===== src/rtl/approx_add_pipe.sv =====
`default_nettype none
// ============================================================================
// Module   : approx_add_pipe
// Brief    : Two-stage approximate adder (OR-ed low bits, AND carry) with
//            error reporting and saturating error statistics.
// Revision : 1.0
// ============================================================================
module approx_add_pipe #(
  parameter int WIDTH = 8,
  parameter int KMAX  = 4,
  parameter int CNT_W = 16
) (
  input  logic                      clk,
  input  logic                      rst_n,
  input  logic                      in_valid,
  output logic                      in_ready,
  input  logic [WIDTH-1:0]          a,
  input  logic [WIDTH-1:0]          b,
  input  logic [$clog2(KMAX+1)-1:0] k_sel,
  output logic                      out_valid,
  input  logic                      out_ready,
  output logic [WIDTH:0]            sum,
  output logic [WIDTH:0]            err,
  input  logic                      stat_clr,
  output logic [CNT_W-1:0]          op_count,
  output logic [CNT_W-1:0]          err_acc,
  output logic [WIDTH:0]            err_max,
  output logic                      stat_sat
);

  localparam int KW = $clog2(KMAX+1);
  localparam logic [CNT_W:0] CNT_ALL_ONES = {1'b0, {CNT_W{1'b1}}};

  logic                 rdy_en_q;
  logic                 s1_valid_q;
  logic [WIDTH-1:0]     a_q;
  logic [WIDTH-1:0]     b_q;
  logic [KW-1:0]        k_q;
  logic                 s2_valid_q;
  logic [WIDTH:0]       sum_q;
  logic [WIDTH:0]       err_q;
  logic [CNT_W-1:0]     op_count_q;
  logic [CNT_W-1:0]     err_acc_q;
  logic [WIDTH:0]       err_max_q;
  logic                 stat_sat_q;

  logic                 adv1;
  logic                 adv2;
  logic                 accept;
  logic                 out_hs;
  logic [KW-1:0]        k_eff;

  logic [WIDTH:0]       kbit;
  logic [WIDTH:0]       low_mask;
  logic [WIDTH-1:0]     both;
  logic                 cin;
  logic [WIDTH:0]       hi;
  logic [WIDTH:0]       exact;
  logic [WIDTH:0]       sum_d;
  logic [WIDTH:0]       err_d;

  logic [CNT_W:0]       cnt_inc;
  logic [CNT_W:0]       acc_inc;
  logic [CNT_W-1:0]     op_count_d;
  logic [CNT_W-1:0]     err_acc_d;
  logic [WIDTH:0]       err_max_d;
  logic                 stat_sat_d;

  assign adv2     = !s2_valid_q || out_ready;
  assign adv1     = !s1_valid_q || adv2;
  // rdy_en_q keeps in_ready low through reset and the cycle it is released in
  assign in_ready = rdy_en_q && adv1;
  assign accept   = in_valid && in_ready;
  assign out_hs   = s2_valid_q && out_ready;
  assign k_eff    = (k_sel > KW'(KMAX)) ? KW'(KMAX) : k_sel;

  always_comb begin
    kbit     = (WIDTH+1)'(1) << k_q;
    low_mask = kbit - (WIDTH+1)'(1);
    both     = a_q & b_q;
    // kbit[WIDTH:1] selects bit k-1, and is empty for k=0 (exact mode)
    cin      = |(both & kbit[WIDTH:1]);
    hi       = ({1'b0, a_q} >> k_q) + ({1'b0, b_q} >> k_q) + (WIDTH+1)'(cin);
    sum_d    = (hi << k_q) | ({1'b0, a_q | b_q} & low_mask);
    exact    = {1'b0, a_q} + {1'b0, b_q};
    err_d    = (sum_d > exact) ? (sum_d - exact) : (exact - sum_d);
  end

  always_comb begin
    cnt_inc    = {1'b0, op_count_q} + (CNT_W+1)'(1);
    acc_inc    = {1'b0, err_acc_q} + (CNT_W+1)'(err_q);
    op_count_d = op_count_q;
    err_acc_d  = err_acc_q;
    err_max_d  = err_max_q;
    stat_sat_d = stat_sat_q;
    if (stat_clr) begin
      op_count_d = '0;
      err_acc_d  = '0;
      err_max_d  = '0;
      stat_sat_d = 1'b0;
    end else if (out_hs) begin
      op_count_d = cnt_inc[CNT_W] ? {CNT_W{1'b1}} : cnt_inc[CNT_W-1:0];
      err_acc_d  = acc_inc[CNT_W] ? {CNT_W{1'b1}} : acc_inc[CNT_W-1:0];
      err_max_d  = (err_q > err_max_q) ? err_q : err_max_q;
      stat_sat_d = stat_sat_q || (cnt_inc >= CNT_ALL_ONES) || (acc_inc >= CNT_ALL_ONES);
    end
  end

  always_ff @(posedge clk or negedge rst_n) begin
    if (!rst_n) begin
      rdy_en_q   <= 1'b0;
      s1_valid_q <= 1'b0;
      a_q        <= '0;
      b_q        <= '0;
      k_q        <= '0;
      s2_valid_q <= 1'b0;
      sum_q      <= '0;
      err_q      <= '0;
      op_count_q <= '0;
      err_acc_q  <= '0;
      err_max_q  <= '0;
      stat_sat_q <= 1'b0;
    end else begin
      rdy_en_q <= 1'b1;
      if (adv1) begin
        s1_valid_q <= accept;
        if (accept) begin
          a_q <= a;
          b_q <= b;
          k_q <= k_eff;
        end
      end
      if (adv2) begin
        s2_valid_q <= s1_valid_q;
        if (s1_valid_q) begin
          sum_q <= sum_d;
          err_q <= err_d;
        end
      end
      op_count_q <= op_count_d;
      err_acc_q  <= err_acc_d;
      err_max_q  <= err_max_d;
      stat_sat_q <= stat_sat_d;
    end
  end

  assign out_valid = s2_valid_q;
  assign sum       = sum_q;
  assign err       = err_q;
  assign op_count  = op_count_q;
  assign err_acc   = err_acc_q;
  assign err_max   = err_max_q;
  assign stat_sat  = stat_sat_q;

endmodule
`default_nettype wire


===== config.mk =====
export PLATFORM = sky130hd
export DESIGN_NAME = approx_add_pipe
export DESIGN_NICKNAME = d
export VERILOG_FILES = /design/src/rtl/approx_add_pipe.sv
export SDC_FILE = /design/constraint.sdc
export NUM_CORES = 1
export LEC_CHECK = 0
export CAP_MARGIN = 15
export CORE_MARGIN = 2
export CORE_UTILIZATION = 45
export CTS_CLUSTER_DIAMETER = 150
export CTS_CLUSTER_SIZE = 25
export DETAILED_ROUTE_END_ITERATION = 8
export PLACE_DENSITY = 0.7
export SKIP_CTS_REPAIR_TIMING = 1
export SYNTH_ARGS = -nofsm -noshare
export SYNTH_HDL_FRONTEND = slang
export SYNTH_SLANG_ARGS = --single-unit
export TNS_END_PERCENT = 10

===== constraint.sdc =====
create_clock -name clk -period 6.15 [get_ports clk]
set_input_delay 0.9225 -clock clk [delete_from_list [all_inputs] [get_ports clk]]
set_output_delay 0.9225 -clock clk [all_outputs]
set_load 0.005 [all_outputs]

After elaboration in Yosys (flattened, before gate mapping)
Index checks and enable logic that the tools add are counted.
{"block": "totals", "ff_bits": 82, "inputBits": 24, "out_inout_bits": 62, "word_cells": 62}
{"block": "op_classes", "n_addsub": 8, "magnitude_cmp": 5, "shift": 4, "mux": 13, "n_bitwise": 5, "n_reduce_logical": 15}
{"cell": "two-way mux 16 bit", "count": 6}
{"cell": "two-way mux 9 bit", "count": 4}
{"cell": ">= comparator 17 x 16 -> 1 bit (second input constant)", "count": 2}
{"cell": "> comparator 9 bit", "count": 2}
{"cell": ">> shifter 8 x 3 -> 9 bit", "count": 2}
{"cell": "subtractor 9 bit", "count": 2}
{"cell": "adder 16 x 1 -> 17 bit (second input constant)", "count": 1}
{"cell": "adder 16 x 9 -> 17 bit", "count": 1}
{"cell": "bitwise AND 8 bit", "count": 2}
{"cell": "adder 8 x 8 -> 9 bit", "count": 1}
{"cell": "adder 9 x 1 -> 9 bit", "count": 1}
{"cell": "adder 9 bit", "count": 1}
{"cell": "bitwise AND 8 x 9 -> 9 bit", "count": 1}
{"cell": "bitwise OR 9 bit", "count": 1}
{"cell": "left shift 1 x 3 -> 9 bit (first input constant)", "count": 1}
{"cell": "left shift 9 x 3 -> 9 bit", "count": 1}
{"cell": "subtractor 9 x 1 -> 9 bit (second input constant)", "count": 1}
{"cell": "bitwise OR 8 bit", "count": 1}
{"cell": "OR reduction 8 bit", "count": 1}
{"cell": "AND reduction 2 bit", "count": 3}
{"cell": "logical OR 1 bit", "count": 4}
{"cell": "nonzero test 2 bit", "count": 2}
{"cell": "> comparator 3 bit (second input constant)", "count": 1}
{"cell": "logical AND 1 bit", "count": 3}
{"cell": "other kinds (3)", "count": 5}

Longest topological paths before layout
{"block": "logic_depth", "ltp_word": 8, "mapped_depth": 27, "mapped_depth_nobuf": 25}

Least setup slack after synthesis
Ideal clock, no wire load.
{"block": "synth_path", "path_kind": "register to register", "startpoint": "register k_q[1]", "endpoint": "register err_q[8], in the netlist err[8]", "setup_time_ps": 134, "t_arrival_ps": 5753, "required_time_ps": 6016, "path_slack_ps": 264, "path_stages_with_launch": 26, "path_buffers": 3, "path_cell_list": "dfrtp_1 > clkbuf_1 > clkbuf_1 > clkbuf_1 > a21oi_1 > a211oi_1 > a21oi_1 > fa_1 > fa_1 > nand2b_1 > a21boi_0 > o21ai_0 > a21o_1 > or3_1 > o31ai_1 > a221o_1 > a21boi_0 > ha_1 > and4_1 > a31oi_1 > o211ai_1 > nand2_1 > mux2_2 > a221oi_1 > xor2_1 > o21ai_0"}
{"block": "synth_via", "elab_chain_cells": 8}
{"item": "start, declared", "line": "38", "rtl": "logic [KW-1:0] k_q;"}
{"item": "start signal, assigned", "line": "130", "rtl": "k_q <= k_eff;"}
{"item": "parallel branches: the longest is 5 deep, another holds adder 9 bit"}
{"item": "bitwise OR 9 bit (*)", "line": "84", "rtl": "sum_d = (hi << k_q) | ({1'b0, a_q | b_q} & low_mask);"}
{"item": "named net sum_d[8]", "line": "59", "rtl": "logic [WIDTH:0] sum_d;"}
{"item": "subtractor 9 bit / > comparator 9 bit (equally long branches)", "line": "86", "rtl": "err_d = (sum_d > exact) ? (sum_d - exact) : (exact - sum_d);"}
{"item": "two-way mux 9 bit (*)", "line": "86"}
{"item": "end signal, assigned", "line": "137", "rtl": "err_q <= err_d;"}
{"item": "end, declared", "line": "41", "rtl": "logic [WIDTH:0] err_q;"}
Mark *: on every way through the listed nets, which the timed path passes.
A chain may end at the register's enable or synchronous reset.

Final worst setup path
Ends and elaborated chain as after synthesis.

==> results.md <==
- Setup crit start kind: register
- Kind of capture point of the worst setup path: register
- Number of I/O pins: 86
- Number of standard cells after synthesis: 786
- Number of standard cells in the final layout excluding fillers: 1051
- Routability Congestion: 0.9325
- Combined buffer and inverter count along the critical path: 0
- Vias after detailed routing: 5996
- Kind of critical path: register to register
- Die area: 16010 um^2
- Share of final-layout standard cells stronger than drive strength 1: 9.343%
- Instance area at placement: 7769 um^2
- Area of the core: 14590 um^2
- Cell family with the largest share of critical-path delay: compound AO/OA/AOI/OAI gates
- Synthesized cell area: 6755 um^2
- Data arrival time at the worst-slack endpoint: 5920 ps
- Largest stage delay on the critical path: 520 ps
- Starting utilization of the core area: 46.30%
- First-pass GRT wire length: 28450 um
- Die outline height: 126.5 um
- Worst path required time: 6370 ps
- Final Hold Slack: 397.0 ps
- FF+latch count, synth: 82
- Number of different library cells in the post-synthesis netlist: 71
- Count of H-tree levels built during CTS: 3
- Nets in the synthesized netlist: 877
- Number of CTS-inserted buffers: 9
- Tightest Hold Check Type: input pin to asynchronous set/reset pin
- Post-DR wirelength/cell: 16.38 um
- Crit path cell chain: o21ai_0, nor2_1, a211oi_1, a31oi_1, fa_1, fa_1, nand2b_1, a21boi_0, o21ai_1, a21o_1, or3_1, o31ai_1, a221o_1, a21boi_0, ha_1, and4_1, a31oi_1, o211ai_1, nand3_1, nand4_1, a221oi_2, xor2_1, o21ai_0
- Outcome: completed
- Post-synth EDFFs: 0
- Antenna cell count: 0
- Minimum period implied by the final worst setup slack: 5692 ps
- Most used flip-flop cell after synthesis: dfrtp_1
- Via count of the first global-routing pass: 5629
- Detailed Place HPWL: 12780 um
- Clock transition at the register clock pins on the worst setup and hold paths after CTS: 70 ps
- Max Slew Vio Count: 0
- Power consumption: 3433 uW
- CP max stage cell: dfrtp_2
- Via density per instance: 5.705
- Final setup viols: 0
- Asr flop ratio synth: 100.0%
- Sink Count: 82
- DR DRC count: 0
- Maximum fanout along the worst path: 14
- Worst ir drop on vdd: 0.0002038 V
- Largest net degree at the start of global routing: 76
- # placed instances: 1034
- Net count reported at finish: 953
- Die width: 126.5 um
- Worst Skew: 9.745 ps
- FMAX: 175.7 MHz
- Leak pwr: 0.003629 uW
- Warnings, synthesis: 0
- Antenna viol nets, final: 0
- Cell type with the largest total area after synthesis: dfrtp_1
- Initial DRT Pass Iterations: 6
- Final hold violations: 0
- Antenna violations before repair: 0
- Clock tree buffer depth: 2
- Global-route usage over all layers: 21.66%
- Sequential share of the synthesized area: 30.38%
- Synthesis-to-finish area growth: 20.19%
- Tightest slew margin relative to the limit: 35.40%
- Max capacitance violation total: 0
- Proportion of netlist area held by the largest area contributor: 30.38%
- DRC violation total after the first TritonRoute iteration: 376
- Mean cell area of the mapped netlist: 8.594 um^2
- Remaining Overflow, GRT: 0
- Transition time at the pin with the least slew margin: 969.0 ps
- Final Routed Wirelength: 17220 um
- Largest cells by area after synthesis: dfrtp_1, ha_1, o21ai_0
- Number of core rows: 44
- Root cell of the clock tree: clkbuf_16
- TritonCTS clock tree: built
- Number of buffers inserted by port buffering: 85
- Power density relative to cell area: 422.8 nW/um^2
- Fin crit share: 92.55%
- Post-route cell area: 8119 um^2
- Clock latency of the later-clocked register in the worst-skew pair: 350 ps
-- report_power, final --
group | internal [uW] | switching [uW] | total (uW)
sequential | 638 | 123 | 761
combinational | 964 | 1110 | 2070
clock | 360 | 240 | 600
total | 1960 | 1470 | 3430
-- state kept, by name, summed over array words and instances, names as in the netlist --
register,flops
sum,9
b_q,8
err,9
s1_valid_q,1
stat_sat,1
k_q,3
a_q,8
rdy_en_q,1
err_max,9
err_acc,16
op_count,16
out_valid,1
-- metrics by stage --
| stage | TNS, ps | utilization (%) | setup slack [ps] |
|---|---|---|---|
| 2_1_floorplan | 0 | - | 263.5 |
| 3_3_place_gp | 0 | 53.25 | 512.5 |
| 3_5_place_dp | 0 | 53.25 | 331.8 |
| 4_1_cts | 0 | 55.49 | 307.9 |
| 5_1_grt | -41.47 | 55.65 | -41.47 |
| 6_report | 0 | 55.65 | 458.4 |
-- Yosys cell counts, drive strengths merged (7+ instances only) --
| master | instances |
|---|---|
| o211ai | 9 |
| dfrtp | 82 |
| ha | 61 |
| nor3 | 15 |
| xor2 | 11 |
| and3 | 11 |
| or3 | 7 |
| nand2 | 73 |
| nand2b | 9 |
| a21o | 10 |
| mux2 | 25 |
| and2 | 10 |
| o21a | 9 |
| buf | 10 |
| a31oi | 14 |
| xnor2 | 13 |
| o21ai | 63 |
| nor2 | 58 |
| a21oi | 40 |
| mux2i | 31 |
| inv | 66 |
| o22ai | 7 |
| clkbuf | 25 |
| a211oi | 8 |
| nand3 | 25 |
-- layout make-up --
| type | count | area, um^2 |
|---|---|---|
| well taps | 184 | 230.2 |
| multi-input cells | 602 | 4292 |
| clock buffers | 9 | 225.2 |
| flip-flops and latches | 82 | 2054 |
| fillers | 1342 | 6470 |
| clock inverters | 7 | 101.3 |
| inverters | 66 | 247.7 |
| repair buffers | 101 | 968.4 |
-- cell families after synthesis --
logic type,count (synthesis),synth area share [%]
other,1,0.05551
adders and majority gates,67,13.08
and+or+nand+nor,240,17.43
xor gates and xnor gates,24,3.112
muxes,58,9.428
DFF,82,30.38
AOI/OAI and AO/OA,212,20.23
buffers and inverters,102,6.297
-- final timing paths --
check,depth (start not counted),from,slack (ps),endpoint
worst max-delay path,23,k_q[1]$_DFFE_PN0P_,460,err[8]$_DFFE_PN0P_
worst min-delay path,1,rst_n,400,sum[6]$_DFFE_PN0P_
worst max register to register,23,k_q[1]$_DFFE_PN0P_,460,err[8]$_DFFE_PN0P_
worst min register to register,2,sum[0]$_DFFE_PN0P_,500,sum[0]$_DFFE_PN0P_
max in group asynchronous,2,rst_n,4510,k_q[1]$_DFFE_PN0P_
min in group clk,2,sum[0]$_DFFE_PN0P_,500,sum[0]$_DFFE_PN0P_
-- layout by cell type (no fill, tap or decap), drive strengths merged, types with 6 or more instances in the layout --
master         instances
ha                    61
buf                   17
and3                  11
xor2                  11
o22ai                  7
mux2                  25
o21ai                 63
nand4                  6
a21oi                 40
nand2b                 9
o31ai                  6
xnor2                 13
nand2                 73
o21bai                 6
o21a                   9
dfrtp                 82
a31oi                 14
inv                   68
clkdlybuf4s50         84
o211ai                 9
or3                    7
and2                  10
nor3                  15
fa                     6
mux2i                 31
a211oi                 8
clkbuf                 9
nor2                  58
a21o                  10
nand3                 25
-- routing by layer --
layer / track usage, % / up-vias / part of all wire (%)
met5: 0 / - / 0
met4: 6.529 / 0 / 1.5
met3: 3.458 / 23 / 5.3
met2: 34.70 / 179 / 46
met1: 30.27 / 2809 / 47
li1: - / 2985 / -
No activity file was read; power rests on OpenSTA's default activity.
